<file path="src/rtl/axi_pkg.sv">
// Shared AXI burst definitions: FSM states, burst-type and response codes,
// the latched command payload and the burst legality rule.
package axi_pkg;

   localparam int unsigned ADDR_W = 32;
   localparam int unsigned DATA_W = 32;
   localparam int unsigned LEN_W  = 6;
   localparam int unsigned SIZE_W = 9;

   localparam logic [1:0] BTYP_FIXED = 2'b00;
   localparam logic [1:0] BTYP_INCR  = 2'b01;
   localparam logic [1:0] BTYP_WRAP  = 2'b10;

   localparam logic [1:0] RESP_OKAY = 2'b00;

   localparam logic [SIZE_W-1:0] BEAT_BYTES = SIZE_W'(4);

   typedef enum logic [2:0] {
      IDLE   = 3'd0,
      WADDR  = 3'd1,
      WDATA  = 3'd2,
      WRESP  = 3'd3,
      RADDR  = 3'd4,
      RDATA  = 3'd5,
      REJECT = 3'd6
   } state_e;

   typedef struct packed {
      logic              wr;
      logic [ADDR_W-1:0] addr;
      logic [LEN_W-1:0]  blen;
      logic [1:0]        btyp;
   } cmd_t;

   // WRAP bursts must be 2, 4, 8 or 16 beats; the reserved type is never legal
   function automatic logic burst_illegal(input logic [1:0] btyp, input logic [LEN_W-1:0] blen);
      logic bad;
      case (btyp)
         BTYP_FIXED, BTYP_INCR: bad = 1'b0;
         BTYP_WRAP: bad = !((blen == LEN_W'(1)) || (blen == LEN_W'(3)) ||
                            (blen == LEN_W'(7)) || (blen == LEN_W'(15)));
         default: bad = 1'b1;
      endcase
      return bad;
   endfunction

endpackage

</file>
<file path="src/rtl/axi_beat_cnt.sv">
// Beat counter shared by the write and read paths: clears on command
// acceptance, counts handshaken beats, saturates at all-ones.
module axi_beat_cnt
   import axi_pkg::*;
(
   input  logic             aclk,
   input  logic             reset,
   input  logic             clr,
   input  logic             inc,
   input  logic [LEN_W-1:0] limit,
   output logic [LEN_W-1:0] count,
   output logic             is_last
);

   localparam logic [LEN_W-1:0] CNT_MAX = '1;

   always_ff @(posedge aclk) begin
      if (reset) begin
         count <= '0;
      end else if (clr) begin
         count <= '0;
      end else if (inc && (count != CNT_MAX)) begin
         count <= count + LEN_W'(1);
      end
   end

   assign is_last = (count == limit);

endmodule

</file>
<file path="src/rtl/axi_burst_ctrl.sv">
// Single-burst AXI master: accepts one command, runs the write or read
// burst on the AXI channels and reports completion with done/err.
module axi_burst_ctrl
   import axi_pkg::*;
(
   input  logic              aclk,
   input  logic              reset,
   input  logic              cmd_valid,
   output logic              cmd_ready,
   input  logic              cmd_wr,
   input  logic [ADDR_W-1:0] cmd_addr,
   input  logic [LEN_W-1:0]  blen,
   input  logic [1:0]        btyp,
   input  logic [DATA_W-1:0] datain,
   input  logic              din_valid,
   output logic              din_ready,
   output logic [DATA_W-1:0] dataout,
   output logic              dout_valid,
   output logic              done,
   output logic              err,
   output logic              awvalid,
   output logic [ADDR_W-1:0] awadd,
   input  logic              awready,
   output logic              wvalid,
   output logic [DATA_W-1:0] wdata,
   output logic              wlast,
   input  logic              wready,
   input  logic              bvalid,
   input  logic [1:0]        bresp,
   output logic              bready,
   output logic              arvalid,
   output logic [ADDR_W-1:0] aradd,
   input  logic              aready,
   input  logic              rvalid,
   input  logic [DATA_W-1:0] rdata,
   input  logic              rlast,
   output logic              rready,
   output logic [LEN_W-1:0]  bus_blen,
   output logic [1:0]        bus_btyp,
   output logic [SIZE_W-1:0] bsize,
   output logic [LEN_W-1:0]  rcount
);

   state_e           state, nstate;
   cmd_t             cmd_q;
   logic             rdy_q;
   logic             ovr_q;
   logic             accept;
   logic             wbeat, rbeat, beat_inc;
   logic             is_last;
   logic [LEN_W-1:0] cnt;

   assign accept = cmd_valid & rdy_q;
   assign wbeat  = (state == WDATA) & din_valid & wready;
   assign rbeat  = (state == RDATA) & rvalid;
   assign beat_inc = cmd_q.wr ? wbeat : rbeat;

   // state register
   always_ff @(posedge aclk) begin
      if (reset) state <= IDLE;
      else       state <= nstate;
   end

   // next-state logic
   always_comb begin
      nstate = state;
      case (state)
         IDLE:    if (accept) nstate = burst_illegal(btyp, blen) ? REJECT
                                                                : (cmd_wr ? WADDR : RADDR);
         REJECT:  nstate = IDLE;
         WADDR:   if (awready) nstate = WDATA;
         WDATA:   if (wbeat && is_last) nstate = WRESP;
         WRESP:   if (bvalid) nstate = IDLE;
         RADDR:   if (aready) nstate = RDATA;
         RDATA:   if (rvalid && rlast) nstate = IDLE;
         default: nstate = IDLE;
      endcase
   end

   // command latch, ready flag and read-overrun flag; ready stays low for a cycle after reset
   always_ff @(posedge aclk) begin
      if (reset) begin
         cmd_q <= '0;
         rdy_q <= 1'b0;
         ovr_q <= 1'b0;
      end else begin
         rdy_q <= (nstate == IDLE);
         if (accept) begin
            cmd_q.wr   <= cmd_wr;
            cmd_q.addr <= cmd_addr;
            cmd_q.blen <= blen;
            cmd_q.btyp <= btyp;
            ovr_q      <= 1'b0;
         end else if (rbeat && !rlast && is_last) begin
            ovr_q <= 1'b1;
         end
      end
   end

   axi_beat_cnt u_beat_cnt (
      .aclk    (aclk),
      .reset   (reset),
      .clr     (accept),
      .inc     (beat_inc),
      .limit   (cmd_q.blen),
      .count   (cnt),
      .is_last (is_last)
   );

   // channel outputs decoded from the current state
   always_comb begin
      awvalid    = 1'b0;
      wvalid     = 1'b0;
      wdata      = '0;
      wlast      = 1'b0;
      din_ready  = 1'b0;
      bready     = 1'b0;
      arvalid    = 1'b0;
      rready     = 1'b0;
      dataout    = '0;
      dout_valid = 1'b0;
      done       = 1'b0;
      err        = 1'b0;
      case (state)
         REJECT: begin
            done = 1'b1;
            err  = 1'b1;
         end
         WADDR: awvalid = 1'b1;
         WDATA: begin
            wvalid    = din_valid;
            wdata     = datain;
            din_ready = wready;
            wlast     = is_last;
         end
         WRESP: begin
            bready = 1'b1;
            done   = bvalid;
            err    = bvalid & (bresp != RESP_OKAY);
         end
         RADDR: arvalid = 1'b1;
         RDATA: begin
            rready     = 1'b1;
            dataout    = rdata;
            dout_valid = rvalid;
            done       = rvalid & rlast;
            err        = rvalid & rlast & ((cnt != cmd_q.blen) | ovr_q);
         end
         default: ;
      endcase
   end

   assign cmd_ready = rdy_q;
   assign awadd     = cmd_q.addr;
   assign aradd     = cmd_q.addr;
   assign bus_blen  = cmd_q.blen;
   assign bus_btyp  = cmd_q.btyp;
   assign bsize     = BEAT_BYTES;
   assign rcount    = cnt;

endmodule
</file>
<file path="config.mk">
export PLATFORM = sky130hd
export DESIGN_NAME = axi_burst_ctrl
export DESIGN_NICKNAME = d
export VERILOG_FILES = /design/src/rtl/axi_pkg.sv /design/src/rtl/axi_beat_cnt.sv /design/src/rtl/axi_burst_ctrl.sv
export SDC_FILE = /design/constraint.sdc
export NUM_CORES = 1
export LEC_CHECK = 0
export BUFFER_PORTS_ARGS = -buffer_cell sky130_fd_sc_hd__buf_4
export CAP_MARGIN = 20
export CORE_MARGIN = 5
export CORE_UTILIZATION = 30
export CTS_BUF_LIST = sky130_fd_sc_hd__clkbuf_16
export CTS_CLUSTER_SIZE = 28
export DETAILED_ROUTE_END_ITERATION = 10
export PLACE_DENSITY = 0.66
export SKIP_LAST_GASP = 1
export SLEW_MARGIN = 20
export SYNTH_ARGS = -nofsm -noshare
export SYNTH_HDL_FRONTEND = slang
export SYNTH_SLANG_ARGS = --single-unit
export TNS_END_PERCENT = 100
</file>
<file path="constraint.sdc">
create_clock -name aclk -period 2.5 [get_ports aclk]
set_input_delay 0.75 -clock aclk [delete_from_list [all_inputs] [get_ports aclk]]
set_output_delay 0.75 -clock aclk [all_outputs]
set_load 0.01 [all_outputs]
</file>
==> results.cfg, run 1 <==
[worst_setup_path]
reg2reg_depth = 5
critPathMaxFanout = 2
slowest_stage = dfxtp_4
r2r_start = state[1]
crit_required_ps = 1750
path_delay_family = simple AND/OR/NAND/NOR gates
path_cells = xor2_4 -> nor4_4 -> nand3b_1 -> a32o_2 -> buf_6
startpoint = u_beat_cnt.count[0]
ff2ff_setup_slack_ps = 750
r2r-end = u_beat_cnt.count[5]
path_buf_inv = 1
critical_path_class = reg -> out
slowest_delay_ps = 360
cp-start-kind = flop
critPathCaptureType = output port
worstSetupEndpoint = err
path_depth = 5
cp.arrival_ps = 1720

[synth]
yosys_warnings = 0
yosys_register_bits = 52
synthesis.area_um2 = 3260
synth_edf_count = 0
synth_cells = 435
ys_async_sr_fraction_pct = 0
synth.avg_cell_area_um2 = 7.50
seq_area_frac_synth_pct = 31.9
synth.distinct_cells = 40
synthFlopType = dfxtp_1

[power]
leakagePower_nw = 2.58
peakVddDrop_v = 0.000326
pwr_density_cell_nw_per_um2 = 480

[placement]
dpl-instance-area_um2 = 4840
preCtsSetupSlack_ps = 192
dpl.hpwl_um = 9950
port_buffers = 269
gp_congestion = 0.892
post-place-cells = 755

[finish]
design_area_um2 = 5060
instances_no_fill = 764
diodes = 0
area_growth_pct = 55.0
nets = 741
drive_gt1_share_pct = 48.4

[global_routing]
first_global_vias = 3186
antenna_found_initial = 0
gr-total-overflow = 0
grt.total_usage_pct = 16.6
grt_max_degree = 49
grt_pass1_wl_um = 17300

[detailed_routing]
via_per_inst = 4.46
drc_errors = 0
finalWirelength_um = 12100
drtAntennaViolNets = 0
routedWlPerCell_um = 15.9
drt_iter0_markers = 157
drt_first_pass_iters = 4
vias = 3411

[sta]
fin_crit_sh_pct = 98.7
tightest_slew_ps = 549
rsz0062_at_grt = true
finalMaxSlewViolations = 0
finalSetupViolations = 0
period_minus_slack_ps = 2470
relSlewSlack_pct = 63.1
fmax_mhz = 405
setup_slack_ps = 32.0
hold_violations = 0
skew_ps = 9.01

[clock_tree]
path_clk_slew_ps = 70
htreeDepth = 2
clock-root-buffer = clkbuf_16
numCtsBuffers = 5
clkLatencyLatePin_ps = 290
ctsLongestPathBuffers = 2
cts_hold_buffers = 0
cts_tree = built
cts_sinks = 52

[run]
maxCapViolations = 0

[min_path]
min_from = bus_btyp[0]
min_path_type = reg -> reg

[run_status]
status = finished clean

[floorplan]
die-area_um2 = 13100
coreArea_um2 = 10700
die_h_um = 114
row_count = 38
ios = 279
fp.dieW_um = 114
floorplan.initialDensity_pct = 30.4
==> routing by layer <==
| metal | part of all wire (%) | vias to the layer above | track usage (%) | wire (um) |
|---|---|---|---|---|
| li1 | - | 1689 | - | - |
| met1 | 39 | 1555 | 20.3 | 4670 |
| met5 | 0 | - | 0 | 0 |
| met2 | 50 | 154 | 28.3 | 6070 |
| met4 | 2.2 | 0 | 4.28 | 261 |
| met3 | 9.2 | 13 | 5.13 | 1110 |
==> report_power, final <==
group	total, mW	switching, mW	internal, mW
Sequential	0.958	0.0666	0.892
Combinational	0.753	0.355	0.398
Clock	0.715	0.334	0.381
Total	2.43	0.755	1.67
==> logic make-up (layout without fill, tap and decap cells) <==
logic type,Yosys count,count (layout),share of synthesized area (%)
AOI/OAI and AO/OA,67,67,11.8
xor gates and xnor gates,6,6,1.61
adders and majority gates,1,1,0.384
buffers and inverters,111,293,22.4
DFF,52,52,31.9
muxes,2,2,0.614
other,2,9,0.230
and+or+nand+nor,194,194,31.0
==> worst register-to-register path, delay by kind of cell, from the launching register on <==
family                 cells  cell delay (ps)
AO/OA/AOI/OAI              3              720
flip-flops                 1              430
AND/OR/NAND/NOR            1              220
buffers and inverters      1              240
==> flip-flops by register name, indices dropped and copies added (netlist names) <==
register and count:
aradd 32, bus_blen 6, u_beat_cnt.count 6, state 3, bus_btyp 2, cmd_q 1, cmd_ready 1, ovr_q 1
==> cells in the mapped netlist, types with 3 or more instances <==
| master | n | area [um2] |
|---|---|---|
| nand2_1 | 86 | 323 |
| buf_4 | 81 | 608 |
| and2_1 | 69 | 432 |
| dfxtp_1 | 52 | 1040 |
| a21oi_1 | 46 | 230 |
| clkbuf_1 | 16 | 60.1 |
| and3_1 | 7 | 43.8 |
| inv_1 | 7 | 26.3 |
| nor2_1 | 7 | 26.3 |
| xor2_1 | 6 | 52.6 |
| o21ai_0 | 5 | 25.0 |
| a31oi_1 | 4 | 25.0 |
| buf_1 | 4 | 15.0 |
| nand2b_1 | 4 | 25.0 |
| nand3_1 | 4 | 20.0 |
| nand3b_1 | 3 | 22.5 |
| nor4_1 | 3 | 18.8 |
| or3_1 | 3 | 18.8 |
==> through the flow <==
step	hold WS [ps]	util, %	power, mW	TNS [ps]
detailed placement	447	45.0	1.72	0
floorplan	428	-	1.41	0
finish	462	47.1	2.43	0
CTS	466	46.6	2.45	0
global route	489	47.1	2.56	-23.3
global placement	443	45.0	1.71	0
==> layout make-up <==
class	instances	area [um2]
well taps	140	175
fillers	1035	5690
inverters	7	26.3
clock inverters	3	27.5
repair buffers	278	2090
flip-flops and latches	52	1050
clock buffers	5	125
multi-input cells	279	1560
==> how the worst min path moves through the flow <==
stage / slack [ps] / to / cells after the start
3_3_place_gp: 440 / bus_btyp[0] / 2
6_report: 460 / bus_btyp[0] / 2
4_1_cts: 470 / bus_btyp[0] / 2
5_1_grt: 490 / aradd[18] / 2
2_1_floorplan: 430 / ovr_q / 2
3_5_place_dp: 450 / ovr_q / 2
==> placed cells by master (no fill, tap or decap), drive strengths merged, types with 2 or more instances in the layout <==
cell type	instances
nor4	3
nand4	2
nand2b	4
o21ai	6
and2	69
nor2	7
dfxtp	52
o311ai	2
mux2i	2
a21oi	46
and3	7
clkbuf	5
nand2	86
nand3b	3
buf	278
inv	8
xor2	6
nand3	4
a31oi	4
o41ai	2
or3	3
conb	9
==> repair_timing <==
item                       CTS  global route
setup buffers                1             0
gates resized for setup      4            12
pin swaps                    3             3
hold endpoints to repair     0             0
setup endpoints to repair    2            68
(Power assumes the default switching activity.)
==> inputs of run 2 (changes only) <==
Settings changed: HOLD_SLACK_MARGIN from default to 0.1, PLACE_DENSITY 0.66 to 0.68.
Clock period 2.5 ns to 2.1 ns, I/O delays scaled along.
==> run 2 against run 1 <==
  * Via count increased by 3.5%
  * Routed wire length increased by 4.1%
  * Critical path type unchanged
  * The flow now finishes with violations (setup timing)
  * Hold slack improved by 0.69 ps
  * Register-to-register slack got worse by 470 ps
  * Global-route usage increased by 0.34 points
  * Clock skew decreased by 0.51 ps
  * Combinational power increased by 45%
==> results.cfg, run 2 (same netlist as run 1, synthesis figures left out) <==
[finish]
multi_input_area_um2 = 1650
final_util_pct = 51.6
most-common-layout-cells = buf_4 (258), nand2_1 (86), buf_6 (47)
n_fill_cell = 1041
nets = 769
design_area_um2 = 5540
drive_gt1_share_pct = 56.0
area_growth_pct = 69.9
largest_register_ffs = 32
regArea_um2 = 1050
diodes = 0
final_common_cell = buf_4

[worst_setup_path]
critical_path_class = reg -> out
crit_required_ps = 1470
critPathMaxFanout = 2
critPathCaptureType = output port
cp.arrival_ps = 1670
cp-start-kind = flop

[placement]
gp_congestion = 0.867
port_buffers = 269
dpl.hpwl_um = 9740
dpl-instance-area_um2 = 4930

[clock_tree]
htreeDepth = 2
cts_sinks = 52
cts_tree = built
cts_hold_buffers = 0
clkLatencyLatePin_ps = 290
clock-root-buffer = clkbuf_16
path_clk_slew_ps = 70
numCtsBuffers = 5
ctsLongestPathBuffers = 2

[power]
p_comb_share_pct = 34.6
seq_power_share_pct = 35.6
power.internal_mw = 2.24
p_total_mw = 3.16
peakVddDrop_v = 0.000336
pwr_density_cell_nw_per_um2 = 570
power_switching_mw = 0.924
leakagePower_nw = 2.82
pwr-share-clk_pct = 29.8
swShare_pct = 29.2

[detailed_routing]
finalWirelength_um = 12600
drt_first_pass_iters = 4
vias = 3531
drc_errors = 0
via_per_inst = 4.46
routedWlPerCell_um = 15.9
drtAntennaViolNets = 0
drt_iter0_markers = 132

[global_routing]
grt_max_degree = 40
antenna_found_initial = 0
use_met2_pct = 30.9
grt_use_met3_pct = 4.97
gr-total-overflow = 0
grt_pass1_wl_um = 17700
grt.total_usage_pct = 17.0
grtUsageMet1_pct = 19.5
grt_busiest_layer = met2
first_global_vias = 3377

[sta]
finalSetupViolations = 36
fin_crit_sh_pct = 110
fmax_mhz = 435
setup_slack_ps = -201
rsz0062_at_grt = true
timing.hold.ws_ps = 462
period_minus_slack_ps = 2300
skew_ps = 8.51
finalMaxSlewViolations = 0
relSlewSlack_pct = 64.3
tightest_slew_ps = 530
hold_violations = 0

[floorplan]
ios = 279
die-area_um2 = 13100
row_count = 38
fp.dieW_um = 114
floorplan.initialDensity_pct = 30.4
die_h_um = 114
coreArea_um2 = 10700

[run_status]
violations = setup timing
status = finished, violations left

[run]
maxCapViolations = 0

[min_path]
min_path_type = reg -> reg
-- run 2: area by class of cell --
class / instances / area share (%)
Timing Repair Buffer: 305 / 44.5
Inverter: 7 / 0.474
Sequential cell: 52 / 19.0
Clock buffer: 5 / 2.26
Tap cell: 140 / 3.16
Clock inverter: 3 / 0.836
Multi-Input combinational cell: 280 / 29.8
-- run 2: power by group through the flow --
stage          Combinational (mW)  Sequential (mW)  Clock, mW
6_report                     1.09             1.12      0.942
5_1_grt                      1.18             1.14       1.02
4_1_cts                      1.07             1.13      0.975
3_5_place_dp                0.930             1.15          0
3_3_place_gp                0.922             1.14          0
2_1_floorplan               0.547             1.13          0
-- run 2: final timing paths --
path / from / endpoint / slack, ps / cells past startpoint
max: u_beat_cnt.count[5] / err / -200 / 5
max reg2reg: state[0] / u_beat_cnt.count[0] / 280 / 7
min reg2reg: bus_btyp[0] / bus_btyp[0] / 460 / 2
min: bus_btyp[0] / bus_btyp[0] / 460 / 2
-- run 2: worst max-delay path, cell delays in order (launching register included) --
cell	delay [ps]
dfxtp_2	340
xor2_2	190
nor4_4	310
nand3b_1	140
a32o_2	290
buf_6	120
-- run 2: per-stage QoR --
step                setup TNS, ps  setup slack (ps)  instances
CTS                         -2740              -193        791
global route                -4400              -310        792
finish                      -2010              -201        792
floorplan                       0               105        442
detailed placement           -367             -33.9        766
global placement                0              49.1        766
-- run 2: repair_timing --
item,in CTS,in global routing
pin swaps,22,24
gates cloned,2,2
resized for setup,54,49
setup buffers,15,3
setup endpoints to repair,70,69
-- run 2: routing by layer --
metal | share of wire, % | up-vias
met3 | 9.5 | 16
met5 | 0 | -
met1 | 37 | 1606
met2 | 53 | 165
li1 | - | 1744
met4 | 1.3 | 0
